==> src/rtl/onehot_decoder_seq.sv <==
// onehot_decoder_seq: buffers 3-bit codes in a small FIFO and shows each one
// as an MSB-first one-hot word (code 0 -> bit 7, code 7 -> bit 0) for HOLD
// cycles. Consecutive queued words are shown back to back with no gap.
module onehot_decoder_seq #(
  parameter int DEPTH = 4,
  parameter int HOLD  = 2
) (
  input  logic                     clk,
  input  logic                     rst,
  input  logic                     in_valid,
  input  logic [2:0]               in_code,
  output logic                     in_ready,
  output logic [7:0]               out,
  output logic                     out_valid,
  output logic [$clog2(DEPTH):0]   level
);

  localparam int AW = $clog2(DEPTH);
  localparam int CW = (HOLD > 1) ? $clog2(HOLD) : 1;
  localparam logic [AW:0]   FULL_LVL = (AW+1)'(DEPTH);
  localparam logic [CW-1:0] HOLD_M1  = CW'(HOLD - 1);

  typedef enum logic {IDLE, SHOW} state_t;

  state_t        state;
  logic [2:0]    mem [DEPTH];
  logic [AW-1:0] wr_ptr, rd_ptr;
  logic [CW-1:0] cnt;
  logic          full, empty, push, pop;

  assign full  = (level == FULL_LVL);
  assign empty = (level == '0);
  // No full-bypass: a pop in the same cycle does not open the input.
  assign in_ready = !full && !rst;
  assign push     = in_valid && in_ready;
  // The FSM takes the head whenever it is idle or the current word's hold expires.
  assign pop      = !empty && !rst && ((state == IDLE) || (cnt == '0));

  // Storage write; in_code only sampled on an accepted transfer.
  always_ff @(posedge clk) begin
    if (push) mem[wr_ptr] <= in_code;
  end

  // Pointers and occupancy; push+pop together leave level unchanged.
  always_ff @(posedge clk) begin
    if (rst) begin
      wr_ptr <= '0;
      rd_ptr <= '0;
      level  <= '0;
    end else begin
      if (push) wr_ptr <= wr_ptr + 1'b1;
      if (pop)  rd_ptr <= rd_ptr + 1'b1;
      case ({push, pop})
        2'b10:   level <= level + 1'b1;
        2'b01:   level <= level - 1'b1;
        default: level <= level;
      endcase
    end
  end

  // Display FSM with registered one-hot output and hold counter.
  always_ff @(posedge clk) begin
    if (rst) begin
      state     <= IDLE;
      out       <= 8'h00;
      out_valid <= 1'b0;
      cnt       <= '0;
    end else begin
      case (state)
        IDLE: begin
          if (pop) begin
            out       <= 8'h80 >> mem[rd_ptr];
            out_valid <= 1'b1;
            cnt       <= HOLD_M1;
            state     <= SHOW;
          end
        end
        SHOW: begin
          if (cnt != '0) begin
            cnt <= cnt - 1'b1;
          end else if (pop) begin
            out <= 8'h80 >> mem[rd_ptr];
            cnt <= HOLD_M1;
          end else begin
            out       <= 8'h00;
            out_valid <= 1'b0;
            state     <= IDLE;
          end
        end
        default: state <= IDLE;
      endcase
    end
  end

endmodule
==> config.mk <==
export PLATFORM = sky130hd
export DESIGN_NAME = onehot_decoder_seq
export DESIGN_NICKNAME = d
export VERILOG_FILES = /design/src/rtl/onehot_decoder_seq.sv
export SDC_FILE = /design/constraint.sdc
export NUM_CORES = 1
export LEC_CHECK = 0
export ABC_AREA = 1
export ABC_CLOCK_PERIOD_IN_PS = 2580
export CORE_AREA = 5 5 57 59
export CTS_BUF_LIST = sky130_fd_sc_hd__clkbuf_2 sky130_fd_sc_hd__clkbuf_4 sky130_fd_sc_hd__clkbuf_8
export DETAILED_ROUTE_END_ITERATION = 10
export DIE_AREA = 0 0 62 64
export PLACE_DENSITY = 0.78
export SYNTH_ARGS = -nofsm -noshare
export SYNTH_HDL_FRONTEND = slang
export SYNTH_SLANG_ARGS = --single-unit
==> constraint.sdc <==
create_clock -name clk -period 2.58 [get_ports clk]
set_input_delay 0.516 -clock clk [delete_from_list [all_inputs] [get_ports clk]]
set_output_delay 0.516 -clock clk [all_outputs]
set_load 0.01 [all_outputs]
==> results of run 1 <==
[worst max-delay path, cell delays in order]
cell and delay (ps):
clkdlybuf4s50_1 520, a31oi_2 230, clkdlybuf4s50_1 570
[per-layer routing]
metal	up-vias	wire length [µm]	share of wire	track usage
met2	16	1280	0.51	0.258
met4	0	55	0.022	0.0637
met1	477	1070	0.42	0.169
li1	589	-	-	-
met5	-	0	0	0
met3	6	117	0.046	0.0563
[cell type report]
cell class,count,area (µm²)
fillers,235,947
flip-flops and latches,32,761
multi-input cells,107,561
repair buffers,21,203
inverters,25,96.3
clock buffers,7,52.6
well taps,31,38.8
clock inverters,1,3.75
[registers in the layout (all words and copies together) (netlist names), named ones only]
signal,cells
wr_ptr,2
cnt,1
out,8
state,1
level,3
rd_ptr,2
out_valid,1
mem,12
[cell usage after synthesis, drive strengths merged]
cell type,number
inv,25
edfxtp,12
ha,6
a31oi,1
buf,1
a21oi,19
nor2,16
nand2,40
o21ai,8
dfxtp,20
o21a,1
nand3,15
clkbuf,1
fa,1
[per-stage QoR]
| stage | utilization | worst slack, ps | std cells |
|---|---|---|---|
| CTS | 0.644 | 210 | 224 |
| finish | 0.644 | 229 | 224 |
| global placement | 0.623 | 145 | 216 |
| detailed placement | 0.623 | 97.3 | 216 |
| floorplan | - | 634 | 166 |
| global route | 0.644 | 169 | 224 |
[power by group through the flow]
stage | combinational (mW) | sequential, mW | clock, mW
after floorplan | 0.390 | 0.672 | 0
after global placement | 0.549 | 0.677 | 0
after detailed placement | 0.569 | 0.681 | 0
after CTS | 0.572 | 0.669 | 0.295
after global routing | 0.660 | 0.682 | 0.322
final | 0.563 | 0.669 | 0.282
[worst paths after layout]
check | end | startpoint | cells past startpoint | slack, ps
min reg2reg | out[2] | out[2] | 2 | 470
max reg2reg | level[2] | level[0] | 10 | 740
min | out[2] | out[2] | 2 | 470
max | in_ready | rst | 3 | 230
[kinds of logic (layout without fill, tap and decap cells)]
logic type | count (synthesis) | in the layout | share of synthesized area
simple gates | 71 | 71 | 0.207
flops | 32 | 32 | 0.532
compound gates | 29 | 29 | 0.119
buf+inv | 27 | 54 | 0.0753
fa+ha+maj | 7 | 7 | 0.0665
==> run_results.csv, run 1 <==
group,metric,value,unit
synth,synth_fp_nets,179,
clock_tree,cts_resized,0,
detailed_routing,viasPerCell,4.86,
synth,synth-seq-cells,32,
cells_and_area,final_common_cell,"nand2_1",
clock_tree,root_buffer,"clkbuf_4",
die,start_util,0.537,
cells_and_area,antenna_cells,0,
pwr,total_power,1.51,mW
place,hpwl,1.98,mm
pwr,p_leak,0.700,nW
critical_path,crit_path_start_kind,"input pin",
pwr,p_sw,553,µW
run_status,run_status,"finished, final reports clean",
timing,tightest_slew,326,ps
global_routing,grt_pass1_vias,1109,
timing,timing.hold.ws,469,ps
clock_tree,cts_tree,"yes",
synth,yosysWarningCount,0,
global_routing,grt-ovfl-total,0,
die,die-area,3970,µm²
timing,finClkSkew,5.67,ps
critical_path,cp-end-kind,"output port",
timing,setup_viol,0,
synth,synth_top_area_share,0.280,
synth,netlist_instances,166,
place,io_buffers,18,
pwr,power.internal,961,µW
global_routing,grt_pass1_wl,4.57,mm
pwr,seqPwrFrac,0.442,
timing,fmax,0.425,GHz
detailed_routing,drc,0,
die,core,2660,µm²
cells_and_area,final_cell_mix,"36 x nand2_1, 23 x inv_1, 20 x dfxtp_1",
detailed_routing,post_drt_wl_per_cell,11.2,µm
synth,seq_area_frac_synth,0.532,
detailed_routing,totalWireLength,2.52,mm
place,placed_area,1660,µm²
cells_and_area,syn_to_final_growth,20.1,%
timing,rsz0062_at_grt,"false",
clock_tree,cts_max_level,2,
synth,synth.distinct_cells,20,
detailed_routing,drtAntennaViolNets,0,
timing,relSlewSlack,0.783,
timing,min_period,2350,ps
hold_path,worstHoldPathType,"reg -> reg",
global_routing,grt_max_degree,12,
pwr,clock_power_share,0.186,
synth,syn_area,1430,µm²
timing,tns,0,ps
die,io_pins,19,
clock_tree,clk_pin_slew,90,ps
run,max_cap_viol_count,0,
detailed_routing,drt_iter0_markers,34,
critical_path,critPathArrivalTime,1830,ps
timing,min_period_over_period,0.911,
place,finalWeightedCongestion,0.795,
die,die_w,62,µm
timing,finalHoldViolCount,0,
detailed_routing,vias,1088,
pwr,combPwrFrac,0.372,
detailed_routing,first_pass_iters,4,
critical_path,critPathKind,"in -> out",
pwr,power.density,883,nW/µm²
critical_path,cp_data_required_time,2060,ps
global_routing,track_usage,0.153,
cells_and_area,drive_gt1_frac,0.0984,
global_routing,antenna_found_initial,0,
synth,synth.area.top_cells,"dfxtp_1 28%, edfxtp_1 25%, nand2_1 9.5%",
die,die_h,64,µm
critical_path,cp_max_fo,5,
clock_tree,cts_sinks,32,
synth,avgSynthCellArea,8.61,µm²
synth,yosys.area.top_type,"dfxtp_1",
clock_tree,cts_max_path_buffers,2,
clock_tree,cts_hold_buf,0,
clock_tree,cts_buffers,5,
pwr,worst_ir_drop_vdd,0.864,mV
clock_tree,clock_latency,320,ps
cells_and_area,fin_nets,205,
pwr,swShare,0.365,
cells_and_area,fin_area,1720,µm²
die,rows,19,
timing,drv_slew,0,
clock_tree,post-cts-setup-buffers,0,
No activity file was read; power rests on OpenSTA's default activity.
==> run 2, diff against run 1 <==
--- a/config.mk
+++ b/config.mk
@@ -7,11 +7,13 @@
 export LEC_CHECK = 0
 export ABC_AREA = 1
 export ABC_CLOCK_PERIOD_IN_PS = 2580
-export CORE_AREA = 5 5 57 59
+export CELL_PAD_IN_SITES_DETAIL_PLACEMENT = 1
+export CELL_PAD_IN_SITES_GLOBAL_PLACEMENT = 1
+export CORE_AREA = 5 5 65 67
 export CTS_BUF_LIST = sky130_fd_sc_hd__clkbuf_2 sky130_fd_sc_hd__clkbuf_4 sky130_fd_sc_hd__clkbuf_8
 export DETAILED_ROUTE_END_ITERATION = 10
-export DIE_AREA = 0 0 62 64
-export PLACE_DENSITY = 0.78
+export DIE_AREA = 0 0 70 72
+export PLACE_DENSITY_LB_ADDON = 0.1
 export SYNTH_ARGS = -nofsm -noshare
 export SYNTH_HDL_FRONTEND = slang
 export SYNTH_SLANG_ARGS = --single-unit
==> run 2 against run 1 <==
Compared with the run above: critical path depth is the same; combinational power rose by 5.9%; power grew 3.2%; hold slack improved by 6.3 ps; flip-flop and latch count stayed put; clock skew increased by 0.81 ps; sequential share of layout area down 0.57 points; setup slack better by 64 ps; via count increased by 5.2%; non-clock buffer count did not move; critical path type unchanged; critical endpoint unchanged; highest routed layer unchanged.
==> run_results.csv, run 2 (same netlist as run 1, synthesis figures left out) <==
group,metric,value,unit
global_routing,grt-ovfl-total,0,
clock_tree,cts_sinks,32,
die,die-area,5040,µm²
detailed_routing,drt_iter0_markers,22,
timing,setup_viol,0,
cells_and_area,largest_register_ffs,12,
detailed_routing,wl_met1,1.39,mm
pwr,power.internal,965,µW
critical_path,cp_data_required_time,2060,ps
cells_and_area,antenna_cells,0,
critical_path,critPathArrivalTime,1770,ps
timing,drv_slew,0,
clock_tree,clock_latency,330,ps
pwr,worst_ir_drop_vdd,0.395,mV
hold_path,holdPathStages,2,
timing,finalHoldViolCount,0,
cells_and_area,fill_cells,449,
clock_tree,root_buffer,"clkbuf_4",
cells_and_area,final_cell_mix,"36 x nand2_1, 23 x inv_1, 20 x dfxtp_1",
die,die_h,72,µm
clock_tree,cts_resized,0,
cells_and_area,largest_register,"mem",
die,rows,22,
global_routing,grt_pass1_wl,5.48,mm
detailed_routing,dr_wl_met3,87,µm
clock_tree,cts_max_path_buffers,2,
hold_path,worstHoldPathType,"reg -> reg",
critical_path,cp-end-kind,"output port",
timing,tns,0,ps
pwr,p_leak,0.702,nW
global_routing,grt_pass1_vias,1254,
critical_path,crit_path_start_kind,"input pin",
detailed_routing,drc,0,
clock_tree,post-cts-setup-buffers,0,
pwr,clock_power_share,0.186,
detailed_routing,highest_layer,"met4",
timing,min_period_over_period,0.886,
global_routing,track_usage,0.137,
place,hpwl,2.49,mm
clock_tree,cts_buffers,5,
cells_and_area,drive_gt1_frac,0.104,
die,core,3580,µm²
timing,tightest_slew,373,ps
run_status,run_status,"finished, final reports clean",
run,max_cap_viol_count,0,
pwr,total_power,1.56,mW
detailed_routing,vias,1145,
detailed_routing,viasPerCell,4.75,
timing,fmax,0.437,GHz
detailed_routing,drtAntennaViolNets,0,
critical_path,reg2reg_depth,11,
global_routing,grt_max_degree,13,
timing,min_period,2290,ps
timing,rsz0062_at_grt,"false",
clock_tree,cts_tree,"yes",
detailed_routing,wl_met2,1.62,mm
critical_path,cp_max_fo,4,
pwr,power.density,899,nW/µm²
pwr,combPwrFrac,0.381,
die,start_util,0.399,
pwr,swShare,0.383,
place,finalWeightedCongestion,0.775,
place,io_buffers,18,
cells_and_area,reg_top3,"mem (12), out (8), level (3)",
pwr,seqPwrFrac,0.432,
die,io_pins,19,
global_routing,antenna_found_initial,0,
pwr,p_sw,598,µW
cells_and_area,final_util,0.486,
detailed_routing,post_drt_wl_per_cell,13.0,µm
clock_tree,cts_max_level,2,
timing,finClkSkew,6.48,ps
die,die_w,70,µm
cells_and_area,final_common_cell,"nand2_1",
critical_path,critPathKind,"in -> out",
clock_tree,clk_pin_slew,100,ps
clock_tree,cts_hold_buf,0,
cells_and_area,fin_nets,205,
timing,relSlewSlack,0.751,
cells_and_area,syn_to_final_growth,21.6,%
detailed_routing,first_pass_iters,4,
detailed_routing,totalWireLength,3.14,mm
## run 2: cell count changes in the layout (fill, tap and decap cells not counted)
cell / previous run / this run
clkinv_2: 0 / 1
clkinv_1: 1 / 0
## run 2: through the flow
stage / setup slack, ps / instances / area (µm²) / hold WS (ps)
after floorplan: 634 / 166 / 1430 / 457
after global placement: 197 / 233 / 1680 / 453
after detailed placement: 43.4 / 233 / 1680 / 462
after CTS: 283 / 241 / 1740 / 478
after global routing: 217 / 241 / 1740 / 503
final: 293 / 241 / 1740 / 475
## run 2: layout make-up
class                      count  area [µm²]  area share
clock inverter                 1        5.00     0.00288
tap                           48        60.1      0.0346
sequential                    32         761       0.438
timing repair buffer          21         203       0.117
multi-input combinational    107         561       0.323
clock buffer                   7        52.6      0.0302
inverter                      25        96.3      0.0554
## run 2: final timing paths
kind / start / to / slack, ps
hold reg to reg: out[4] / out[4] / 480
setup / recovery: rst / in_ready / 290
hold / removal: out[4] / out[4] / 480
setup reg to reg: level[2] / level[2] / 570
## run 2: critical path, stage by stage
cell and delay (ps):
clkdlybuf4s50_1 490, a31oi_2 200, clkdlybuf4s50_1 560
## run 2: metal layers
metal / GRT usage / up-vias
met3: 0.0443 / 5
met1: 0.145 / 535
met2: 0.253 / 17
met5: 0 / -
met4: 0.0553 / 0
li1: - / 588
## run 2: power by group through the flow
stage                     Combinational [mW]  Clock [mW]  Sequential (mW)
after floorplan                        0.390           0            0.672
after global placement                 0.566           0            0.681
after detailed placement               0.602           0            0.686
after CTS                              0.605       0.303            0.677
after global routing                   0.685       0.323            0.686
final                                  0.596       0.291            0.675
==> run 3, diff against run 2 <==
--- a/config.mk
+++ b/config.mk
@@ -5,14 +5,14 @@
 export SDC_FILE = /design/constraint.sdc
 export NUM_CORES = 1
 export LEC_CHECK = 0
-export ABC_AREA = 1
+export ABC_AREA = 0
 export ABC_CLOCK_PERIOD_IN_PS = 2580
 export CELL_PAD_IN_SITES_DETAIL_PLACEMENT = 1
 export CELL_PAD_IN_SITES_GLOBAL_PLACEMENT = 1
-export CORE_AREA = 5 5 65 67
+export CORE_AREA = 5 5 62 64
 export CTS_BUF_LIST = sky130_fd_sc_hd__clkbuf_2 sky130_fd_sc_hd__clkbuf_4 sky130_fd_sc_hd__clkbuf_8
 export DETAILED_ROUTE_END_ITERATION = 10
-export DIE_AREA = 0 0 70 72
+export DIE_AREA = 0 0 67 69
 export PLACE_DENSITY_LB_ADDON = 0.1
 export SYNTH_ARGS = -nofsm -noshare
 export SYNTH_HDL_FRONTEND = slang
==> run 3 against run 2 <==
Compared with the run above: count of clock-buffer cells in the layout unchanged; final cell count shrank 19%; non-clock buffer count grew 5; critical endpoint unchanged; die area down 8.3%; power is 6.5% higher; via count fell by 19%; setup slack got worse by 150 ps; cell area is 2.4% lower.
==> run_results.csv, run 3 <==
group,metric,value,unit
global_routing,grt-ovfl-total,0,
critical_path,critPathArrivalTime,1920,ps
synth,netlist_instances,118,
synth,synth_fp_nets,131,
timing,worst_slack,147,ps
timing,timing.hold.ws,457,ps
synth,synth.most_common_cell,"dfxtp_1",
hold_path,worstHoldPathType,"reg -> reg",
cells_and_area,largest_register,"mem",
timing,relSlewSlack,0.706,
pwr,p_sw,591,µW
timing,setup_viol,0,
pwr,worst_ir_drop_vdd,0.372,mV
synth,yosys-top-cells-count,"20 x dfxtp_1, 16 x nor2_1, 12 x edfxtp_1, 11 x inv_1, 8 x a21oi_1",
timing,finalHoldViolCount,0,
detailed_routing,post_drt_wl_per_cell,13.3,µm
cells_and_area,syn_to_final_growth,25.4,%
die,die_h,69,µm
clock_tree,cts_max_level,2,
detailed_routing,first_pass_iters,2,
timing,drv_slew,0,
synth,synth-seq-cells,32,
detailed_routing,drc,0,
timing,min_period,2430,ps
clock_tree,cts_buffers,5,
synth,seq_area_frac_synth,0.562,
synth,synth_edf_count,12,
die,start_util,0.419,
timing,rsz0062_at_grt,"false",
pwr,seqPwrFrac,0.421,
synth,syn_area,1350,µm²
clock_tree,cts_max_path_buffers,2,
global_routing,grt_pass1_vias,966,
global_routing,use_met2,0.210,
global_routing,track_usage,0.129,
run_status,run_status,"finished, final reports clean",
clock_tree,cts_sinks,32,
global_routing,grt_max_degree,12,
clock_tree,cts_resized,0,
place,io_buffers,18,
global_routing,antenna_found_initial,0,
global_routing,top_usage_layer,"met2",
synth,yosysWarningCount,0,
global_routing,met1_usage,0.144,
timing,tightest_slew,437,ps
die,rows,21,
detailed_routing,drt_iter0_markers,29,
clock_tree,cts_tree,"yes",
timing,min_period_over_period,0.943,
synth,synth_ff_type,"dfxtp_1",
clock_tree,root_buffer,"clkbuf_4",
synth,avgSynthCellArea,11.5,µm²
place,place_ws,42.6,ps
cells_and_area,final_cell_mix,"20 x dfxtp_1, 18 x clkdlybuf4s50_1, 16 x nor2_1",
cells_and_area,drive_gt1_frac,0.154,
critical_path,crit_path_start_kind,"input pin",
timing,finClkSkew,3.94,ps
timing,fmax,0.411,GHz
run,max_cap_viol_count,0,
die,die-area,4620,µm²
detailed_routing,drtAntennaViolNets,0,
critical_path,r2r_setup_slack,500,ps
place,finalWeightedCongestion,0.756,
synth,synth.distinct_cells,26,
critical_path,cp_data_required_time,2060,ps
timing,tns,0,ps
cells_and_area,fin_nets,161,
die,die_w,67,µm
detailed_routing,viasPerCell,4.76,
pwr,clock_power_share,0.173,
critical_path,cp-end-kind,"output port",
clock_tree,clk_pin_slew,90,ps
place,hpwl,1.99,mm
clock_tree,post-cts-setup-buffers,0,
critical_path,cp_max_fo,10,
cells_and_area,reg_top3,"mem (12), out (8), level (3)",
cells_and_area,final_common_cell,"dfxtp_1",
synth,synth_top_area_share,0.296,
pwr,combPwrFrac,0.407,
synth,synth.area.top_cells,"dfxtp_1 30%, edfxtp_1 27%, ha_1 5.6%",
die,core,3230,µm²
pwr,swShare,0.356,
synth,async_flop_share,0,
detailed_routing,vias,928,
die,io_pins,19,
pwr,power.internal,1.07,mW
detailed_routing,totalWireLength,2.60,mm
clock_tree,cts_hold_buf,0,
global_routing,met3_usage,0.0487,
pwr,power.density,980,nW/µm²
synth,yosys.area.top_type,"dfxtp_1",
critical_path,critPathKind,"in -> out",
cells_and_area,antenna_cells,0,
global_routing,grt_pass1_wl,4.44,mm
pwr,p_leak,0.632,nW
cells_and_area,largest_register_ffs,12,
clock_tree,clock_latency,320,ps
==> run 3: cell types whose count changed in the layout (fill, tap and decap cells not counted), moves of 5 or more <==
cell	before	now
a21oi_1	17	8
a32oi_1	0	6
nand2_1	36	6
nand3_1	15	1
buf_4	3	8
inv_1	23	11
==> run 3: logic make-up after synthesis <==
kind of cell,after synthesis,synth area share
buf+inv,14,0.0389
mux,4,0.0574
xor+xnor,5,0.0324
flops,32,0.562
fa+ha+maj,7,0.0703
compound gates,20,0.104
simple gates,36,0.135
==> run 3: area by class of cell <==
class	instances	area, µm²
Multi-Input combinational cell	72	539
Inverter	11	41.3
Tap cell	46	57.6
Clock buffer	7	52.6
Clock inverter	1	5.00
Sequential cell	32	761
Timing Repair Buffer	26	240
Fill cell	347	1540
==> run 3: final timing paths <==
check | to | depth (start not counted) | startpoint
min | out[4] | 2 | out[4]
max reg2reg | level[2] | 9 | level[2]
min reg2reg | out[4] | 2 | out[4]
max | in_ready | 5 | rst
==> run 3: routing by layer <==
metal | vias to the layer above | share of wire | wire length, µm
met5 | - | 0 | 0
met4 | 0 | 0.017 | 43
met3 | 8 | 0.049 | 128
met2 | 17 | 0.50 | 1300
met1 | 429 | 0.43 | 1130
li1 | 474 | - | -
==> run 3: critical path: stages <==
cell	delay [ps]
clkdlybuf4s50_1	420
buf_4	150
buf_4	160
a21oi_1	120
clkdlybuf4s50_1	550
==> run 3: metrics by stage <==
| stage | std cells | instance area [µm²] | utilization | total power, mW |
|---|---|---|---|---|
| final | 195 | 1700 | 0.525 | 1.66 |
| after global routing | 195 | 1700 | 0.525 | 1.80 |
| after CTS | 195 | 1700 | 0.525 | 1.69 |
| after detailed placement | 187 | 1640 | 0.507 | 1.39 |
| after global placement | 187 | 1640 | 0.507 | 1.37 |
| after floorplan | 118 | 1350 | - | 1.13 |
==> run 3: power groups by stage <==
stage | logic [mW] | registers, mW | clock network (mW)
floorplan | 0.419 | 0.711 | 0
global placement | 0.659 | 0.707 | 0
detailed placement | 0.679 | 0.713 | 0
CTS | 0.685 | 0.701 | 0.304
global route | 0.752 | 0.718 | 0.330
finish | 0.677 | 0.700 | 0.287
